==> src/rtl/fpga_bridge_vc_send.sv <==
// Multi-channel bridge sender: round-robin arbitration over credit-controlled NoC channels,
// serialising each granted flit LSB-first onto a PHY_WIDTH link tagged with its channel id.
module fpga_bridge_vc_send #(
    parameter int unsigned NUM_CH     = 3,
    parameter int unsigned CH_W       = 2,
    parameter int unsigned FLIT_WIDTH = 64,
    parameter int unsigned PHY_WIDTH  = 32,
    parameter int unsigned CREDIT_MAX = 255,
    parameter int unsigned CNT_W      = 9
) (
    input  logic                         clk,
    input  logic                         rst,
    input  logic                         link_en,
    input  logic [NUM_CH*FLIT_WIDTH-1:0] in_data,
    input  logic [NUM_CH-1:0]            in_val,
    output logic [NUM_CH-1:0]            in_rdy,
    output logic [PHY_WIDTH-1:0]         link_data,
    output logic                         link_val,
    output logic [CH_W-1:0]              link_channel,
    input  logic [NUM_CH-1:0]            link_credit,
    output logic [NUM_CH-1:0]            credit_zero,
    output logic [NUM_CH-1:0]            credit_ovf
);

    localparam int unsigned BEATS  = FLIT_WIDTH / PHY_WIDTH;
    localparam int unsigned BEAT_W = (BEATS > 1) ? $clog2(BEATS) : 1;

    typedef enum logic {IDLE, SEND} state_t;

    state_t                  state, state_nxt;
    logic [BEAT_W-1:0]       beat_idx;
    logic [FLIT_WIDTH-1:0]   flit_q;
    logic [FLIT_WIDTH-1:0]   sel_flit;
    logic [CH_W-1:0]         rr_ptr;
    logic [CH_W-1:0]         gnt_ch;
    logic [CH_W-1:0]         srch_idx;
    logic                    gnt_any;
    logic                    last_beat;
    logic                    accept_ok;
    logic                    accept;
    logic [NUM_CH-1:0]       eligible;

    assign last_beat = (state == SEND) && (beat_idx == BEAT_W'(BEATS - 1));
    assign accept_ok = !rst && link_en && ((state == IDLE) || last_beat);
    assign accept    = accept_ok && gnt_any;
    assign sel_flit  = in_data[gnt_ch*FLIT_WIDTH +: FLIT_WIDTH];

    // Round robin: first eligible channel after the last granted one, with wrap
    always_comb begin
        gnt_any  = 1'b0;
        gnt_ch   = '0;
        srch_idx = '0;
        for (int k = 1; k <= int'(NUM_CH); k++) begin
            srch_idx = CH_W'((int'(rr_ptr) + k) % int'(NUM_CH));
            if (!gnt_any && eligible[srch_idx]) begin
                gnt_any = 1'b1;
                gnt_ch  = srch_idx;
            end
        end
    end

    always_comb begin
        in_rdy = '0;
        if (accept) in_rdy[gnt_ch] = 1'b1;
    end

    always_ff @(posedge clk or posedge rst) begin
        if (rst) state <= IDLE;
        else     state <= state_nxt;
    end

    always_comb begin
        state_nxt = state;
        case (state)
            IDLE:    if (accept) state_nxt = SEND;
            SEND:    if (last_beat && !accept) state_nxt = IDLE;
            default: state_nxt = IDLE;
        endcase
    end

    // Link beat register; link_data deliberately holds its last value when idle
    always_ff @(posedge clk or posedge rst) begin
        if (rst) begin
            link_val     <= 1'b0;
            link_data    <= '0;
            link_channel <= '0;
            flit_q       <= '0;
            beat_idx     <= '0;
            rr_ptr       <= CH_W'(NUM_CH - 1);
        end else if (accept) begin
            link_val     <= 1'b1;
            link_data    <= sel_flit[PHY_WIDTH-1:0];
            link_channel <= gnt_ch;
            flit_q       <= sel_flit >> PHY_WIDTH;
            beat_idx     <= '0;
            rr_ptr       <= gnt_ch;
        end else if ((state == SEND) && !last_beat) begin
            link_data    <= flit_q[PHY_WIDTH-1:0];
            flit_q       <= flit_q >> PHY_WIDTH;
            beat_idx     <= beat_idx + 1'b1;
        end else begin
            link_val     <= 1'b0;
        end
    end

    for (genvar i = 0; i < NUM_CH; i++) begin : g_credit
        logic [CNT_W-1:0] cnt;
        logic             ovf;
        logic             take;

        assign take           = accept && (gnt_ch == CH_W'(i));
        assign eligible[i]    = in_val[i] && (cnt != '0);
        assign credit_zero[i] = (cnt == '0);
        assign credit_ovf[i]  = ovf;

        // Simultaneous take and return cancel; a return at full credit flags overflow
        always_ff @(posedge clk or posedge rst) begin
            if (rst) begin
                cnt <= CNT_W'(CREDIT_MAX);
                ovf <= 1'b0;
            end else if (take && !link_credit[i]) begin
                cnt <= cnt - 1'b1;
            end else if (!take && link_credit[i]) begin
                if (cnt == CNT_W'(CREDIT_MAX)) ovf <= 1'b1;
                else                           cnt <= cnt + 1'b1;
            end
        end
    end

endmodule

==> config.mk <==
export PLATFORM = sky130hd
export DESIGN_NAME = fpga_bridge_vc_send
export DESIGN_NICKNAME = d
export VERILOG_FILES = /design/src/rtl/fpga_bridge_vc_send.sv
export SDC_FILE = /design/constraint.sdc
export NUM_CORES = 1
export LEC_CHECK = 0
export ABC_AREA = 1
export CAP_MARGIN = 25
export CORE_MARGIN = 8
export CORE_UTILIZATION = 46
export DETAILED_ROUTE_END_ITERATION = 7
export PLACE_DENSITY_LB_ADDON = 0.15
export SLEW_MARGIN = 20
export SYNTH_ARGS = -nofsm -noshare
export SYNTH_HDL_FRONTEND = slang
export SYNTH_SLANG_ARGS = --single-unit
==> constraint.sdc <==
create_clock -name clk -period 5.8 [get_ports clk]
set_input_delay 0.87 -clock clk [delete_from_list [all_inputs] [get_ports clk]]
set_output_delay 0.87 -clock clk [all_outputs]
set_load 0.005 [all_outputs]
# Word level (Yosys, flattened, before mapping)
# Cells that the tools add are included.
dict set report op_classes {
  n_addsub 10
  div_mod_pow 3
  magnitude_cmp 5
  n_eq_ne 9
  n_shift 1
  mux 35
  bitwise 4
  n_reduce_logical 50
}
# operator n
set op_table {}
lappend op_table {{192-bit by 9-bit variable part select with 64-bit output} 1}
lappend op_table {{64-bit 2-to-1 mux} 2}
lappend op_table {{32-bit by 3-bit modulo with 32-bit output (second input constant)} 3}
lappend op_table {{9-bit 2-to-1 mux} 9}
lappend op_table {{32-bit 2-to-1 mux} 2}
lappend op_table {{9-bit by 1-bit adder with 9-bit output (second input constant)} 3}
lappend op_table {{9-bit by 8-bit == test with 1-bit output (second input constant)} 3}
lappend op_table {{9-bit zero test} 3}
lappend op_table {{9-bit nonzero test} 3}
lappend op_table {{9-bit by 1-bit subtractor with 9-bit output (second input constant)} 3}
lappend op_table {{1-bit logical AND} 21}
lappend op_table {{1-bit 2-to-1 mux} 13}
lappend op_table {{2-bit by 3-bit less-than comparator with 1-bit output (second input constant)} 4}
lappend op_table {{1-bit zero test} 11}
lappend op_table {{3-bit AND reduction} 3}
lappend op_table {{2-bit inequality test (second input constant)} 4}
lappend op_table {{2-bit nonzero test} 4}
lappend op_table {{2-bit by 2-bit adder with 3-bit output (second input constant)} 2}
lappend op_table {{1-bit binary-select mux with 2-bit select} 3}
lappend op_table {{2-bit 2-to-1 mux} 3}
lappend op_table {{2-bit AND reduction} 3}
lappend op_table {{1-bit inverter} 4}
lappend op_table {{2-bit by 1-bit adder with 3-bit output (second input constant)} 1}
lappend op_table {{3-bit 2-to-1 mux} 1}
lappend op_table {{8 further kinds} 8}
dict set report word_totals {
  regBits 133
  input_bits 201
  word_cells 130
}

# Depth between registers and ports, before layout
dict set report depth {
  word_depth 17
  depth_mapped 28
}

# Worst setup path after synthesis
# OpenSTA, ideal clock, no wires.
dict set report synth_path {
  path_type {input -> register}
  startpoint {input rst}
  endpoint {register g_credit[2].cnt[8]}
  setup_time_ns 0.083
  arrival_time_ns 5.571
  required_time_ns 5.717
  slack_ns 0.146
  path_stages 19
  path_cell_list {inv_1 > nand2_1 > nor2_1 > nand2_4 > inv_4 > nand2_2 > inv_2 > buf_2 > ha_1 > ha_1 > nand3_1 > nand3_1 > a21o_1 > a21oi_1 > o21ai_0 > a21oi_1 > xor2_1 > nand2_1 > o21ai_0}
}
dict set report synth_via {
  elab_chain_len 9
  word_cells_on_any_way 12
  cone_classes {eq/ne: 1; mux: 1; reduce/logical: 10}
}
# item line_no
set synth_rtl {}
lappend synth_rtl {{from (decl)} 12} ;# input logic rst,
lappend synth_rtl {{1-bit zero test (no line) *} --}
lappend synth_rtl {{1-bit logical AND * (2 in a row)} 44} ;# assign accept_ok = !rst && link_en && ((state == IDLE) || last_beat);
lappend synth_rtl {{1-bit logical AND *} 45} ;# assign accept = accept_ok && gnt_any;
lappend synth_rtl {{1-bit logical AND *} 111} ;# assign take = accept && (gnt_ch == CH_W'(i));
lappend synth_rtl {{1-bit zero test} 123} ;# end else if (!take && link_credit[i]) begin
lappend synth_rtl {{1-bit logical AND} 123}
lappend synth_rtl {{2-bit nonzero test (no line)} --}
lappend synth_rtl {{2-bit AND reduction (no line)} --}
lappend synth_rtl {{to (signal assigned)} 119} ;# cnt <= CNT_W'(CREDIT_MAX);
lappend synth_rtl {{to (signal assigned)} 122} ;# cnt <= cnt - 1'b1;
lappend synth_rtl {{to (signal assigned)} 125} ;# else cnt <= cnt + 1'b1;
lappend synth_rtl {{to (decl)} 107} ;# logic [CNT_W-1:0] cnt;
# Mark *: on every way between the ends. The rest lies on a longest branch, timed or not.
# A chain may end at the register's enable or synchronous reset.

# Final worst setup path
dict set report layout_path {
  startpoint {input in_val[2]}
  endpoint {register g_credit[0].cnt[8]}
}
dict set report layout_via {
  elab_chain_len 16
  word_cells_on_any_way 27
  cone_classes {eq/ne: 1; mux: 13; reduce/logical: 13}
}
# item line_no
set layout_rtl {}
lappend layout_rtl {{from (decl)} 15} ;# input logic [NUM_CH-1:0] in_val,
lappend layout_rtl {{1-bit logical AND *} 112} ;# assign eligible[i] = in_val[i] && (cnt != '0);
lappend layout_rtl {{1-bit binary-select mux with 2-bit select} 55} ;# if (!gnt_any && eligible[srch_idx]) begin
lappend layout_rtl {{1-bit 2-to-1 mux (implied by the code)} 55}
lappend layout_rtl {{1-bit 2-to-1 mux} 55}
lappend layout_rtl {{1-bit zero test} 55}
lappend layout_rtl {{1-bit logical AND} 55}
lappend layout_rtl {{1-bit 2-to-1 mux} 55}
lappend layout_rtl {{1-bit zero test} 55}
lappend layout_rtl {{1-bit logical AND} 55}
lappend layout_rtl {{2-bit 2-to-1 mux / 1-bit 2-to-1 mux (equally long branches)} 55}
lappend layout_rtl {{2-bit zero test / 1-bit logical AND (equally long branches)} {111, 45}}
lappend layout_rtl {{1-bit logical AND *} 111}
lappend layout_rtl {{1-bit zero test} 123}
lappend layout_rtl {{1-bit logical AND} 123}
lappend layout_rtl {{2-bit nonzero test (no line)} --}
lappend layout_rtl {{2-bit AND reduction (no line)} --}
lappend layout_rtl {{to (signal assigned)} 119}
lappend layout_rtl {{to (signal assigned)} 122}
lappend layout_rtl {{to (signal assigned)} 125}
lappend layout_rtl {{to (decl)} 107}
# Mark *: on every way between the ends. The rest lies on a longest branch, timed or not. The select of a mux whose other input is x is not followed.

==> results.ini <==
[outcome]
status=finished, final reports clean

[critical_path]
crit_type=input pin to flop
required_ns=6.04
crit_arrival_ns=4.88
rrSetupSlack_ns=1.23
critPathCaptureType=flop
cp_max_fo=19
crit_start=in_val[2]
start_kind=input pin
r2r-start=rr_ptr[1]

[drt]
routed_wirelength_um=23600
dr.pass1.iters=6
vias=7357
vias_per_cell=5.18
post_drt_wl_per_cell_um=16.6
drt_iter0_drc=527
ant_nets=0
drc=0

[sta]
skew_ns=0.00503
fin_crit_ns=4.64
relSlewSlack_pct=36.4
final_hold_viol_count=0
clock.fmax_mhz=216
setup_viol=0
finalMaxSlewViolations=0
worstMarginPinSlew_ns=0.954
period_share_pct=79.9
fin_setup_tns_ns=0
rsz0062_at_grt=false

[logic_synthesis]
synth_ff_type=dfrtp_1
synth_edf_count=0
syn-num-nets=1246
async_reset_ff_share_pct=100
synth_largest_area_cell=dfrtp_1
syn_area_um2=6910
yosys-top-cells-area=dfrtp_1 (27%), nand2_1 (22%), dfstp_2 (9.5%)
syn_inst=1013
synth_top_area_share_pct=27.2
yosysMostFrequentCell=nand2_1
yosysSeqAreaShare_pct=36.7
synth_cell_types=33
synth_seq_cells=100
ys_top_cells_by_count=nand2_1 (408), nand3_1 (119), inv_1 (82), dfrtp_1 (75), nor2_1 (68)
ys_warn_count=0
synth.avg_cell_area_um2=6.82

[placed_design]
gp_congestion=0.917
io_buffers=244
placed_area_um2=9390
dp_hpwl_um=17800

[grt]
met2_usage_pct=40.9
grt_pass1_wl_um=38300
antenna_found_initial=0
grt.busiest_layer=met2
grt.total_usage_pct=24.4
overflow=0
met3_usage_pct=6.54
grt_start_max_net_pins=72
grt_pass1_vias=7456
met1_usage_pct=29.9

[power_and_ir_drop]
power_density_nw_per_um2=479
power.leakage_uw=0.00479
ir_worst_vdd_v=0.000266

[die]
dieArea_um2=19200
die_w_um=139
start_util_pct=47.3
core_um2=14600
fp-row-count=44
ioPinCount=245
die_h_um=139

[layout]
final_cell_area_um2=9730
layout.nets=1464
syn_to_final_growth_pct=40.8
antenna_cells=0
drive_above_1_share_pct=6.47

[cts]
insertion_delay_ns=0.35
cts_post_setup_buffers_inserted=0
cts_buffers=9
root_buffer=clkbuf_16
ctsResizeCount=0
clockBufferDepth=2
cts_sinks=100
clk_pin_slew_worst_paths_ns=0.07
ctsHoldBuffers=0
htree_levels=3
tritoncts=built

[min_path]
min_path_type=flop to flop
hold_start=g_credit[1].ovf

[run]
cap_violations=0

[metal layers]
layer | vias up | routed length, µm
li1 | 3660 | -
met1 | 3390 | 10200
met2 | 272 | 11100
met3 | 35 | 1760
met4 | 0 | 512
met5 | - | 0
[area by class of cell]
class	instances	area (µm²)
fillers	1293	4860
repair buffers	253	2510
inverters	86	328
multi-input cells	781	3790
well taps	184	230
flip-flops and latches	100	2530
clock inverters	3	67.6
clock buffers	13	270
[state kept, by name, summed over array words and instances (netlist names), 2 cells and up]
register / count
link_data: 32
flit_q: 32
g_credit.cnt: 27
link_channel: 2
g_credit.ovf: 3
[cells by family (layout without fill, tap and decap cells)]
family                     Yosys count  in the layout  share of synthesized area (%)
xor gates and xnor gates            20             20                           2.54
and+or+nand+nor                    655            655                           40.6
buffers and inverters              132            355                           8.48
adders and majority gates           32             32                           6.12
DFF                                100            100                           36.7
AOI/OAI and AO/OA                   74             74                           5.62
[worst max-delay path, stage by stage]
cell	delay [ns]
clkdlybuf4s50_1	0.55
nand4_1	0.20
nand3_1	0.13
nand2_1	0.06
inv_2	0.26
nand2_2	0.29
nand2_2	0.21
nand2_2	0.08
nor2_4	0.08
buf_4	0.24
ha_1	0.44
ha_1	0.35
nand3_1	0.11
nand3_1	0.11
nand2_1	0.08
nand2_1	0.04
a21oi_1	0.19
o21ai_0	0.11
a21oi_1	0.16
nand2_1	0.07
nand2_1	0.05
nor2_1	0.04
xor2_1	0.13
[through the flow]
stage	hold WS [ns]	std cells	power, µW	util, %	setup slack (ns)
2_1_floorplan	0.438	1013	3090	-	0.146
3_3_place_gp	0.456	1404	3910	64.4	0.968
3_5_place_dp	0.462	1404	3980	64.4	0.847
4_1_cts	0.478	1420	4680	66.7	1.19
5_1_grt	0.498	1420	5090	66.7	0.683
6_report	0.475	1420	4660	66.7	1.16
[power breakdown]
part / leakage (µW) / internal, µW / switching (µW)
sequential: 0.00121 / 1070 / 219
combinational: 0.00342 / 1030 / 1650
clock: 0.000162 / 414 / 272
total: 0.00479 / 2520 / 2140
[worst paths after layout]
check	end	cells past startpoint
worst max-delay path	g_credit[0].cnt[8]	23
worst min-delay path	g_credit[1].ovf	1
worst max register to register	g_credit[0].cnt[8]	25
worst min register to register	g_credit[1].ovf	1
max in group asynchronous	link_data[27]	4
min in group asynchronous	g_credit[1].ovf	3
[cell usage in the layout, fill, tap and decap left out, types with 29 or more instances in the layout]
master,instances
nand2_1,408
clkdlybuf4s50_1,244
dfrtp_1,75
nand3_1,119
o21ai_0,29
ha_1,29
nor2_1,68
nand4_1,29
a21oi_1,40
inv_1,81
No activity file was read; power rests on OpenSTA's default activity.
